<file path="config.mk">
export PLATFORM = sky130hd
export DESIGN_NAME = rx_sample_sched
export DESIGN_NICKNAME = d
export VERILOG_FILES = /design/src/rtl/rx_sample_sched_pkg.sv /design/src/rtl/rx_sample_sched_rr_pick.sv /design/src/rtl/rx_sample_sched.sv
export SDC_FILE = /design/constraint.sdc
export NUM_CORES = 1
export LEC_CHECK = 0
export CORE_MARGIN = 2
export CORE_UTILIZATION = 45
export CTS_CLUSTER_SIZE = 30
export DETAILED_ROUTE_END_ITERATION = 8
export DONT_BUFFER_PORTS = 1
export GPL_ROUTABILITY_DRIVEN = 0
export GPL_TIMING_DRIVEN = 0
export HOLD_SLACK_MARGIN = 0.02
export PLACE_DENSITY_LB_ADDON = 0.08
export SYNTH_ARGS = -nofsm -noshare
export SYNTH_HDL_FRONTEND = slang
export SYNTH_SLANG_ARGS = --single-unit
export TNS_END_PERCENT = 20
</file>
<file path="constraint.sdc">
create_clock -name adc_clk -period 7.2 [get_ports adc_clk]
set_input_delay 0.72 -clock adc_clk [delete_from_list [all_inputs] [get_ports adc_clk]]
set_output_delay 0.72 -clock adc_clk [all_outputs]
set_load 0.01 [all_outputs]
</file>
<file path="src/rtl/rx_sample_sched_pkg.sv">
// Shared constants, FSM encoding and width helper for the rx sample scheduler.
package rx_sample_sched_pkg;

    localparam logic [1:0] WORD_I = 2'd0;
    localparam logic [1:0] WORD_Q = 2'd1;
    localparam logic [1:0] WORD_X = 2'd2;

    typedef enum logic [2:0] {
        ST_IDLE  = 3'd0,
        ST_RD_I  = 3'd1,
        ST_RD_Q  = 3'd2,
        ST_RD_X  = 3'd3,
        ST_FRAME = 3'd4
    } state_e;

    function automatic int unsigned clog2(input int unsigned value);
        int unsigned r;
        r = 0;
        for (int unsigned i = 0; i < 32; i++) begin
            if ((64'd1 << i) < 64'(value)) r = i + 1;
        end
        return r;
    endfunction

endpackage

</file>
<file path="src/rtl/rx_sample_sched_rr_pick.sv">
// Round-robin first-set finder: lowest set pend bit at or after ptr, wrapping.
module rx_sample_sched_rr_pick
    import rx_sample_sched_pkg::*;
#(
    parameter int unsigned N = 4,
    parameter int unsigned W = 2
) (
    input  logic [N-1:0] pend,
    input  logic [W-1:0] ptr,
    output logic [W-1:0] idx_c,
    output logic         valid_c
);

    logic [N-1:0] rot;
    int unsigned  sum;

    always_comb begin
        rot     = N'({pend, pend} >> ptr);
        idx_c   = '0;
        valid_c = 1'b0;
        sum     = 0;
        for (int unsigned i = 0; i < N; i++) begin
            if (!valid_c && rot[i]) begin
                valid_c = 1'b1;
                sum     = 32'(ptr) + i;
                if (sum >= N) sum = sum - N;
                idx_c   = W'(sum);
            end
        end
    end

endmodule

</file>
<file path="src/rtl/rx_sample_sched.sv">
// Round-robin readout scheduler: moves I/Q/MSB words of each channel sample
// into a ping-pong sample RAM and flags frame completion.
module rx_sample_sched
    import rx_sample_sched_pkg::*;
#(
    parameter  int unsigned NRX    = 4,
    parameter  int unsigned NSAMPS = 256,
    localparam int unsigned CH_W   = (clog2(NRX) < 1) ? 1 : clog2(NRX),
    localparam int unsigned SAMP_W = clog2(NSAMPS),
    localparam int unsigned ADDR_W = 1 + CH_W + SAMP_W + 2
) (
    input  logic              adc_clk,
    input  logic              reset_n,
    input  logic              enable,
    input  logic [NRX-1:0]    rx_avail,
    input  logic [15:0]       rx_din,
    output logic [CH_W-1:0]   rx_sel,
    output logic              rd_getI,
    output logic              rd_getQ,
    output logic              wr_en,
    output logic [ADDR_W-1:0] wr_addr,
    output logic [15:0]       wr_data,
    output logic              frame_done,
    output logic              frame_bank,
    output logic [NRX-1:0]    ovfl,
    input  logic              ovfl_clr
);

    localparam int unsigned      CNT_W    = SAMP_W + 1;
    localparam logic [CNT_W-1:0] CNT_FULL = CNT_W'(NSAMPS);

    state_e            state, state_n;
    logic [NRX-1:0]    pend, pend_n, pend_clr;
    logic [NRX-1:0]    ovfl_n, ovfl_set;
    logic [CNT_W-1:0]  cnt   [NRX];
    logic [CNT_W-1:0]  cnt_n [NRX];
    logic              bank, bank_n;
    logic [CH_W-1:0]   rr_ptr, rr_ptr_n;
    logic [CH_W-1:0]   rx_sel_n;
    logic              rd_geti_n, rd_getq_n, wr_en_n;
    logic [ADDR_W-1:0] wr_addr_n;
    logic [15:0]       wr_data_n;
    logic              frame_done_n, frame_bank_n;
    logic              clr_all, all_full;
    logic [CH_W-1:0]   pick_idx;
    logic              pick_valid;

    rx_sample_sched_rr_pick #(.N(NRX), .W(CH_W)) u_pick (
        .pend    (pend),
        .ptr     (rr_ptr),
        .idx_c   (pick_idx),
        .valid_c (pick_valid)
    );

    function automatic logic [CH_W-1:0] next_ch(input logic [CH_W-1:0] c);
        return (32'(c) + 1 >= NRX) ? '0 : CH_W'(32'(c) + 1);
    endfunction

    // Next-state and next-output logic.
    always_comb begin
        state_n      = state;
        pend_clr     = '0;
        ovfl_set     = '0;
        cnt_n        = cnt;
        bank_n       = bank;
        rr_ptr_n     = rr_ptr;
        rx_sel_n     = rx_sel;
        rd_geti_n    = 1'b0;
        rd_getq_n    = 1'b0;
        wr_en_n      = 1'b0;
        wr_addr_n    = wr_addr;
        wr_data_n    = wr_data;
        frame_done_n = 1'b0;
        frame_bank_n = frame_bank;
        clr_all      = 1'b0;
        all_full     = 1'b1;

        case (state)
            ST_IDLE: begin
                if (!enable) begin
                    clr_all  = 1'b1;
                    bank_n   = 1'b0;
                    rr_ptr_n = '0;
                    for (int unsigned c = 0; c < NRX; c++) cnt_n[c] = '0;
                end else if (pick_valid) begin
                    pend_clr[pick_idx] = 1'b1;
                    // A full channel drops the sample without a read burst.
                    if (cnt[pick_idx] == CNT_FULL) begin
                        ovfl_set[pick_idx] = 1'b1;
                        rr_ptr_n           = next_ch(pick_idx);
                    end else begin
                        rx_sel_n  = pick_idx;
                        rd_geti_n = 1'b1;
                        state_n   = ST_RD_I;
                    end
                end
            end
            ST_RD_I: begin
                wr_en_n   = 1'b1;
                wr_data_n = rx_din;
                wr_addr_n = {bank, rx_sel, cnt[rx_sel][SAMP_W-1:0], WORD_I};
                rd_getq_n = 1'b1;
                state_n   = ST_RD_Q;
            end
            ST_RD_Q: begin
                wr_en_n   = 1'b1;
                wr_data_n = rx_din;
                wr_addr_n = {bank, rx_sel, cnt[rx_sel][SAMP_W-1:0], WORD_Q};
                state_n   = ST_RD_X;
            end
            ST_RD_X: begin
                wr_en_n       = 1'b1;
                wr_data_n     = rx_din;
                wr_addr_n     = {bank, rx_sel, cnt[rx_sel][SAMP_W-1:0], WORD_X};
                cnt_n[rx_sel] = cnt[rx_sel] + CNT_W'(1);
                rr_ptr_n      = next_ch(rx_sel);
                for (int unsigned c = 0; c < NRX; c++) begin
                    if (cnt_n[c] != CNT_FULL) all_full = 1'b0;
                end
                if (all_full) begin
                    frame_done_n = 1'b1;
                    frame_bank_n = bank;
                    state_n      = ST_FRAME;
                end else begin
                    state_n = ST_IDLE;
                end
            end
            ST_FRAME: begin
                bank_n  = ~bank;
                for (int unsigned c = 0; c < NRX; c++) cnt_n[c] = '0;
                state_n = ST_IDLE;
            end
            default: state_n = ST_IDLE;
        endcase

        // A strobe landing on the pick cycle is a fresh sample, not an overrun.
        ovfl_set = ovfl_set | (rx_avail & pend & ~pend_clr & {NRX{~clr_all}});
        pend_n   = clr_all ? rx_avail : ((pend & ~pend_clr) | rx_avail);
        ovfl_n   = (ovfl & ~{NRX{ovfl_clr}}) | ovfl_set;
    end

    always_ff @(posedge adc_clk or negedge reset_n) begin
        if (!reset_n) begin
            state      <= ST_IDLE;
            pend       <= '0;
            for (int unsigned c = 0; c < NRX; c++) cnt[c] <= '0;
            bank       <= 1'b0;
            rr_ptr     <= '0;
            rx_sel     <= '0;
            rd_getI    <= 1'b0;
            rd_getQ    <= 1'b0;
            wr_en      <= 1'b0;
            wr_addr    <= '0;
            wr_data    <= '0;
            frame_done <= 1'b0;
            frame_bank <= 1'b0;
            ovfl       <= '0;
        end else begin
            state      <= state_n;
            pend       <= pend_n;
            cnt        <= cnt_n;
            bank       <= bank_n;
            rr_ptr     <= rr_ptr_n;
            rx_sel     <= rx_sel_n;
            rd_getI    <= rd_geti_n;
            rd_getQ    <= rd_getq_n;
            wr_en      <= wr_en_n;
            wr_addr    <= wr_addr_n;
            wr_data    <= wr_data_n;
            frame_done <= frame_done_n;
            frame_bank <= frame_bank_n;
            ovfl       <= ovfl_n;
        end
    end

endmodule

</file>
After elaboration in Yosys (flattened, before gate mapping)
Index checks and enable logic that the tools add are counted.
{"block": "totals", "reg_bits": 86, "out_inout_bits": 40, "word_cells": 151, "input_bits": 24}
{"block": "op_classes", "shifts": 1, "n_reduce_logical": 20, "n_eq_ne": 15, "n_lt_le_gt_ge": 11, "n_addsub": 10, "muxes": 62, "bitwise_logic": 15}
{"cell": "one-hot mux 36 bit (3 select lines)", "count": 1}
{"cell": "greater-or-equal comparator 32 x 3 -> 1 bit, second input constant", "count": 2}
{"cell": "2-to-1 mux 9 bit", "count": 5}
{"cell": "one-hot mux 13 bit (3 select lines)", "count": 1}
{"cell": "binary-select mux 9 bit (select 2 bit)", "count": 2}
{"cell": "bitwise mux 36 bit", "count": 1}
{"cell": "2-to-1 mux 36 bit", "count": 1}
{"cell": "!= test 9 bit, second input constant", "count": 4}
{"cell": "2-to-1 mux 4 bit", "count": 8}
{"cell": "2-to-1 mux 2 bit", "count": 13}
{"cell": "2-to-1 mux 1 bit", "count": 21}
{"cell": "bitwise AND 4 bit", "count": 5}
{"cell": "demux 9 bit (select 2 bit)", "count": 1}
{"cell": "greater-or-equal comparator 3 bit, second input constant", "count": 5}
{"cell": "2-to-1 mux 3 bit", "count": 4}
{"cell": "OR 4 bit", "count": 3}
{"cell": "one-hot mux 3 bit (4 select lines)", "count": 1}
{"cell": "adder 2 x 1 -> 3 bit, second input constant", "count": 3}
{"cell": "adder 9 x 1 -> 9 bit, second input constant", "count": 1}
{"cell": "equality test 9 bit, second input constant", "count": 1}
{"cell": "!= test 2 bit, second input constant", "count": 4}
{"cell": "NOT 4 bit", "count": 2}
{"cell": ">> shifter 8 x 2 -> 4 bit", "count": 1}
{"cell": "subtractor 2 x 1 -> 2 bit, second input constant", "count": 4}
{"cell": "23 further kinds", "count": 40}

Longest topological paths before layout
Gate-level depths: netlist of the first run.
{"block": "logic_depth", "word_depth": 23, "depth_mapped": 13}

Cells and area by module
A second synthesis of the first run with hierarchy kept.
{"block": "unflattened", "hier_cells": 427, "area_unflattened_um2": 4284.1}
{"mod": "rx_sample_sched", "instances": 1, "area_each_um2": 4210.3, "cells_each": 415, "seq_area_each_um2": 2152.1}
{"mod": "rx_sample_sched_rr_pick", "instances": 1, "area_each_um2": 73.8, "cells_each": 12, "seq_area_each_um2": 0.0}

Worst setup path after synthesis of the first run
OpenSTA, ideal clock, no wires.
{"block": "synth_timing", "path_kind": "register to register", "start": "reg rx_sel[0]", "end": "reg frame_bank", "setup_ps": 125, "slack_ps": 4017, "stages_incl_launch_ff": 14, "arrival_ps": 3057, "path_buffers": 3, "path_cell_list": "dfrtp_1 > buf_6 > buf_4 > inv_1 > ha_1 > clkbuf_1 > or4_1 > nand2_1 > nor3b_2 > a211oi_1 > a221o_1 > nor4_2 > and4_4 > mux2_4"}
{"block": "synth_between", "elab_chain_cells": 13}
{"item": "from (decl)", "line": "rx_sample_sched.sv:17", "source": "output logic [CH_W-1:0] rx_sel,"}
{"item": "from (signal assigned)", "line": "rx_sample_sched.sv:164", "source": "rx_sel <= rx_sel_n;"}
{"item": "NOT 2 -> 3 bit (implied by the code) (*)", "line": "rx_sample_sched.sv:115", "source": "cnt_n[rx_sel] = cnt[rx_sel] + CNT_W'(1);"}
{"item": "binary-select mux 9 bit (select 2 bit) (tied with other cells)", "line": "rx_sample_sched.sv:115"}
{"item": "2-to-1 mux 9 bit (implied by the code) / logical AND 1 bit (equally long branches)", "line": "rx_sample_sched.sv:115"}
{"item": "2-to-1 mux 9 bit (implied by the code)", "line": "rx_sample_sched.sv:115"}
{"item": "adder 9 x 1 -> 9 bit / demux 9 bit (select 2 bit) (equally long branches)", "line": "rx_sample_sched.sv:115"}
{"item": "bitwise mux 36 bit (*)", "line": "rx_sample_sched.sv:115"}
{"item": "!= test 9 bit", "line": "rx_sample_sched.sv:118", "source": "if (cnt_n[c] != CNT_FULL) all_full = 1'b0;"}
{"item": "2-to-1 mux 1 bit (3 in series)", "line": "rx_sample_sched.sv:118"}
{"item": "2-to-1 mux 1 bit (*)", "line": "rx_sample_sched.sv:118"}
{"item": "2-to-1 mux 1 bit (*)", "line": "rx_sample_sched.sv:78", "source": "case (state)"}
{"item": "AND reduction 2 bit (no source line) (*)"}
{"item": "to (signal assigned)", "line": "rx_sample_sched.sv:171", "source": "frame_bank <= frame_bank_n;"}
{"item": "to (decl)", "line": "rx_sample_sched.sv:24", "source": "output logic frame_bank,"}
Every way passes the cells marked *; elsewhere a longest branch is shown, timed or not. The select of a mux whose other input is x is not followed.
A chain may end at the register's enable or synchronous reset.

Final worst setup path of the first run
{"block": "layout_timing", "start": "reg rx_sel[1]", "end": "reg frame_bank"}
Same word-level chain as after synthesis.

==> results of run 1 <==
synthesized netlist by cell type (all sizes together) (3+ instances only):
library cell,number
nand4,3
buf,11
nand2b,3
ha,11
clkbuf,13
a21oi,4
mux4,9
inv,13
mux2i,4
mux2,4
nand2,107
o22ai,4
or4,3
o21ai,19
xor2,4
nand3,8
nor2b,4
a32o,7
nor3,4
a22o,29
xnor2,5
a21o,4
and4,3
a32oi,4
dfrtp,86
nor4,5
nor2,25
layout make-up:
class,instances,area share [%]
multi-input cells,299,42.36
well taps,129,3.463
clock inverters,7,1.557
flip-flops and latches,86,46.17
plain buffers,24,2.658
clock buffers,9,2.658
inverters,14,1.128
metal layers:
metal | track usage, % | up-vias
li1 | - | 1524
met1 | 31.46 | 1616
met2 | 33.35 | 119
met3 | 3.520 | 17
met4 | 7.692 | 0
met5 | 0 | -
registers in the layout, summed over array words and instances, names as in the netlist:
register,count
rx_sel,2
rr_ptr,2
frame_bank,1
state,3
wr_en,1
wr_addr,13
rd_getI,1
rd_getQ,1
pend,4
cnt,36
ovfl,4
bank,1
frame_done,1
wr_data,16
worst paths after layout:
check | cells after the start | to | slack, ns | startpoint
min in group adc_clk | 1 | pend[0] | 0.44 | rx_avail[0]
worst min register to register | 1 | bank | 0.53 | bank
max in group asynchronous | 0 | cnt[26] | 7.03 | reset_n
worst min-delay path | 0 | wr_data[12] | 0.04 | reset_n
worst max register to register | 11 | frame_bank | 3.38 | rx_sel[1]
worst max-delay path | 11 | frame_bank | 3.38 | rx_sel[1]
power groups by stage:
stage	Clock, W	Sequential, W	Combinational, W
finish	0.000344	0.000749	0.000700
global route	0.000375	0.000772	0.000791
CTS	0.000353	0.000749	0.000700
detailed placement	0	0.000759	0.000696
global placement	0	0.000755	0.000689
floorplan	0	0.000725	0.000527
through the flow:
step           std cells  util [%]  area, um^2  total power (W)  setup slack, ns
2_1_floorplan        423         -        4303         0.001252            4.017
3_3_place_gp         552     48.31        4464         0.001444            3.442
3_5_place_dp         552     48.31        4464         0.001455            3.394
4_1_cts              568     50.44        4661         0.001802            3.394
5_1_grt              568     50.44        4661         0.001937            3.121
6_report             568     50.44        4661         0.001792            3.377
critical path, cell delays in order, from the launching register on:
cell and delay [ns]:
dfrtp_1 0.59, buf_2 0.35, mux4_2 0.31, ha_1 0.22, nand2_1 0.07, o22ai_1 0.40
nand4_2 0.22, xnor2_1 0.29, a221o_1 0.42, nor4_2 0.29, and4_4 0.27, mux2_4 0.29
cells by family (layout without fill, tap and decap cells):
| family | Yosys count | after routing |
|---|---|---|
| compound gates | 86 | 86 |
| xor+xnor | 9 | 9 |
| fa+ha+maj | 12 | 12 |
| buf+inv | 38 | 54 |
| flops | 86 | 86 |
| mux | 17 | 17 |
| simple gates | 175 | 175 |
==> metrics.md, run 1 <==
| Metric | Value |
|---|---|
| Ant diodes | `0` |
| Leak | `2.166 nW` |
| Synth Flop Type | `dfrtp_1` |
| Wirelength per Cell | `18.51 um` |
| Post-synth EDFFs | `0` |
| Initial core utilization | `46.57%` |
| Sequential share of the synthesized area | `50.01%` |
| Compound-Gate Fraction of Synth Area | `15.21%` |
| HPWL Detailed | `7333 um` |
| Most common cell after layout, fill and taps aside | `nand2_1` |
| Skew-Pair Late Insertion Delay | `0.36 ns` |
| ANT nets after route | `0` |
| Logic pwr share | `around two fifths` |
| Met3 WL | `645 um` |
| Drt total wl | `between 10,000 and 15,000 um` |
| Max cap viols | `0` |
| Slew HR | `around 40%` |
| Final Setup Violations | `0` |
| CTS tree | `yes` |
| Number of I/O port buffers | `0` |
| Net count after synthesis | `458` |
| Post-synth top area share | `roughly half` |
| Setup crit start kind | `flop` |
| Largest family of logic cells by synthesized area | `simple AND/OR/NAND/NOR gates` |
| Maximum vdd drop | `0.0001391 V` |
| Ranking of synthesized cells by area | `dfrtp_1 (50%), nand2_1 (9.3%), a22o_1 (5.9%), mux4_2 (4.2%), ha_1 (3.2%)` |
| Full die area | `10,360 um^2` |
| Fill cell count | `844` |
| Worst EP required | `7.45 ns` |
| Worst hold slack | `0.04324 ns` |
| GRT overflow | `0` |
| CTS sink cnt | `86` |
| Max Used Layer | `met4` |
| Multi-input logic area | `1974 um^2` |
| Adder-cell share of the synthesized area | `under 10%` |
| Simple-gate share of the synthesized area | `a little under a fifth` |
| CP Class | `flop to flop` |
| First-pass GRT wire length | `approximately 17,000 um` |
| Asr flop ratio synth | `100.0%` |
| Cell type with the largest total area after synthesis | `dfrtp_1` |
| Syn Inst Count | `423` |
| Final Max Tran Viols | `0` |
| Post-route met1 wirelength | `around 4800 um` |
| Clk slew on worst S/H paths | `~0.09 ns` |
| Share of cells above drive strength 1 | `between 10 and 15%` |
| Final Hold Viols | `0` |
| Post-synthesis mux area share | `6.862%` |
| Critical path fanouts, max | `10` |
| Post-Syn Area | `4303 um^2` |
| Number of vias per cell | `5.768` |
| Highest Clock Rate | `261.6 MHz` |
| Post-CTS Repair Setup Buffers | `0` |
| I/O pin cnt | `64` |
| Tot GR Track Use | `21.79%` |
| Pwr Density | `a little under 400 nW/um^2` |
| DRC | `0` |
| Yosys warnings | `0` |
| DIE HEIGHT | `about 100 um` |
| Seq pwr share | `41.8%` |
| Post-synthesis cell type count | `58` |
| Tmin final | `3.823 ns` |
| Synth Area in XOR/XNOR | `1.832%` |
| CP arrival | `a little over 4 ns` |
| H-tree Lvls | `3` |
| Layout Skew | `0.01252 ns` |
| FP Rows | `35` |
| RSZ-0062 raised after global routing | `no` |
| Synthesis-to-finish area growth | `8.316%` |
| Setup TNS | `0 ns` |
| FF+latch count, synth | `86` |
| Sw frac | `43.27%` |
| Worst hold path type | `input pin to async pin` |
| DR pass1 iterations | `5` |
| CTS Buf Count | `9` |
| Post-CTS sizing | `0` |
| FF+latch area | `2152 um^2` |
| Tcrit/Tclk final | `53.10%` |
| Met2 wire len | `4875 um` |
| Syn Area/Cell | `10.17 um^2` |
| Commonest cells after routing, fill and taps aside | `nand2_1 (107), dfrtp_1 (86), a22o_1 (29), nor2_1 (25), o21ai_0 (14)` |
| Worst-margin pin slew | `between 0.9 and 1 ns` |
| Clock Root Buffer | `clkbuf_8` |
| Hold Buf Count CTS | `0` |
| Die Wd | `a little over 100 um` |
| Largest net degree at the start of global routing | `87` |
| Status | `finished clean` |
| Vias in the first global route | `3,255` |
| Iter 0 DRT Violations | `331` |
| Clock Tree Buf Depth | `2` |
| Crit end category | `flop` |
| Initial antenna violation count | `0` |
| Internal power | `just over 0.001 W` |
| Via count | `3,276` |
| Psw | `approximately 0.00078 W` |
| Core area | `9240 um^2` |
| Nets | `469` |
| Clock power frac | `19.2%` |
Note: power is estimated with default switching activity, not from simulation.
==> run 2, diff against run 1 <==
clock period = 3.7 ns   (was 7.2 ns; I/O delays follow)
==> run 2 against run 1 <==
Net effect: worst setup slack lost 3.2 ns; cell count grew 0.70%; wire length increased by 1.1%; clock-buffer cell count did not move; largest cell class unchanged.
==> metrics.md, run 2 (synthesis results as in run 1) <==
| Metric | Value |
|---|---|
| Drt total wl | `10,630 um` |
| Worst path max stage delay | `0.46 ns` |
| RSZ-0062 raised after global routing | `no` |
| Final core occ | `51.17%` |
| Clk slew on worst S/H paths | `about 0.09 ns` |
| Final Setup Violations | `0` |
| Share of cells above drive strength 1 | `between 10% and 20%` |
| Met1 Use GR | `31.64%` |
| Worst-margin pin slew | `between 0.8 and 0.9 ns` |
| Routing usage on met3 | `3.589%` |
| Nets | `roughly 470` |
| Crit end category | `flop` |
| DIE HEIGHT | `101.8 um` |
| Met2 usage | `around 33%` |
| Fin area | `between 4000 and 5000 um^2` |
| Critical path fanouts, max | `6` |
| Max cap viols | `0` |
| Clock Root Buffer | `clkbuf_8` |
| Core area | `between 9000 and 10,000 um^2` |
| Crit-path slowest cell | `dfrtp_2` |
| Worst EP required | `3.95 ns` |
| Tcrit/Tclk final | `95.01%` |
| CTS tree | `yes` |
| Largest net degree at the start of global routing | `between 80 and 90` |
| Final WS setup | `roughly 0.18 ns` |
| Number of vias per cell | `5.827` |
| H-tree Lvls | `3` |
| Critical path's top delay family | `simple AND/OR/NAND/NOR gates` |
| Maximum vdd drop | `0.0002969 V` |
| CTS Buf Count | `9` |
| Buf/Inv on CP | `1` |
| Leak | `2.192 nW` |
| Iter 0 DRT Violations | `approximately 350` |
| ANT nets after route | `0` |
| Vias in the first global route | `3,264` |
| DRC | `0` |
| GRT overflow | `0` |
| Skew-Pair Late Insertion Delay | `0.36 ns` |
| Largest register by flop count | `cnt` |
| Worst hold slack | `roughly 0.094 ns` |
| Layout Skew | `0.01166 ns` |
| Highest Clock Rate | `284.5 MHz` |
| Pwr Density | `747.5 nW/um^2` |
| HPWL Detailed | `between 7000 and 8000 um` |
| Final Hold Viols | `0` |
| Die Wd | `101.8 um` |
| Status | `finished clean` |
| Most used routing layer | `met2` |
| Number of I/O port buffers | `0` |
| CP Class | `flop to flop` |
| Most common cell after layout, fill and taps aside | `nand2_1` |
| Full die area | `10,360 um^2` |
| Crit-path cells | `buf_6 -> mux4_2 -> ha_1 -> nand2_1 -> o22ai_2 -> nand4_2 -> xnor2_1 -> a221o_1 -> nor4_2 -> and4_4 -> mux2_4` |
| Commonest cells after routing, fill and taps aside | `nand2_1 (107), dfrtp_1 (84), a22o_1 (29), nor2_1 (25), o21ai_0 (14)` |
| Fill cell count | `839` |
| Max reg flops | `36` |
| Dpl ws | `-0.1063 ns` |
| CTS sink cnt | `86` |
| Ant diodes | `0` |
| Initial antenna violation count | `0` |
| Wirelength per Cell | `18.59 um` |
| I/O pin cnt | `64` |
| Tot GR Track Use | `21.89%` |
| CP arrival | `3.76 ns` |
| Setup crit start kind | `flop` |
| First-pass GRT wire length | `17,390 um` |
| Biggest regs | `cnt x36, wr_data x16, wr_addr x13` |
| Initial core utilization | `46.57%` |
| Worst hold path type | `input pin to flop` |
| Final Max Tran Viols | `0` |
| Via count | `between 3,000 and 4,000` |
| FP Rows | `35` |
| DR pass1 iterations | `6` |
| Tmin final | `about 3.5 ns` |
| Clock Tree Buf Depth | `2` |
| Placed cell area | `around 4500 um^2` |
| Slew HR | `a little over two fifths` |
| Synthesis-to-finish area growth | `9.886%` |
[run 2: layout make-up]
| cell class | instances | area (um^2) | area share (%) |
|---|---|---|---|
| clock buffers | 9 | 123.9 | 2.620 |
| repair buffers | 4 | 52.55 | 1.111 |
| plain buffers | 24 | 130.1 | 2.752 |
| well taps | 129 | 161.4 | 3.414 |
| multi-input cells | 299 | 1981 | 41.89 |
| inverters | 14 | 52.55 | 1.111 |
| flip-flops and latches | 86 | 2155 | 45.57 |
| clock inverters | 7 | 72.57 | 1.535 |
[run 2: stage by stage]
step	setup TNS (ns)	std cells	power, W
after floorplan	0	423	0.002437
after detailed placement	-0.1063	552	0.002832
final	0	572	0.003535
after global placement	-0.05839	552	0.002810
after CTS	0	570	0.003530
after global routing	0	572	0.003819
[run 2: path summary, 6_finish.rpt]
path	start	end	slack, ns	cells past startpoint
max	rx_sel[0]	frame_bank	0.18	11
min	rx_avail[0]	pend[0]	0.09	1
max reg2reg	rx_sel[0]	frame_bank	0.18	11
min reg2reg	bank	bank	0.53	1
max in group asynchronous	reset_n	rx_sel[1]	2.76	2
min in group asynchronous	reset_n	wr_data[14]	0.60	2
[run 2: where the power goes]
| part | internal, W | switching (W) | total [W] |
|---|---|---|---|
| combinational | 0.000502 | 0.000917 | 0.00142 |
| clock | 0.000314 | 0.000353 | 0.000668 |
| sequential | 0.00118 | 0.000265 | 0.00145 |
[run 2: per-layer routing]
layer  vias up  wire, um
met3        18       656
met5         -         0
met2       120      5028
li1       1533         -
met4         0       163
met1      1662      4784
[run 2: worst reg2reg max path: cells and delay by family, from the launching register on]
| family | cells | cell delay [ns] |
|---|---|---|
| xor+xnor | 1 | 0.29 |
| buf+inv | 1 | 0.16 |
| flops | 1 | 0.46 |
| simple gates | 4 | 0.84 |
| compound gates | 2 | 0.71 |
| mux | 2 | 0.73 |
| fa+ha+maj | 1 | 0.24 |
[run 2: timing repair]
action / 4_1_cts / 5_1_grt
endpoints found under the hold margin: 86 / 0
hold buffers: 2 / 0
pin swaps: 0 / 0
gates resized for setup: 1 / 4
setup endpoints to repair: 1 / 1
setup buffers: 0 / 2
==> run 3, diff against run 2 <==
CTS_CLUSTER_DIAMETER = 100   (was unset)
==> results of run 3 <==
No change in the layout: final DEF, timing and power equal those of run 2.
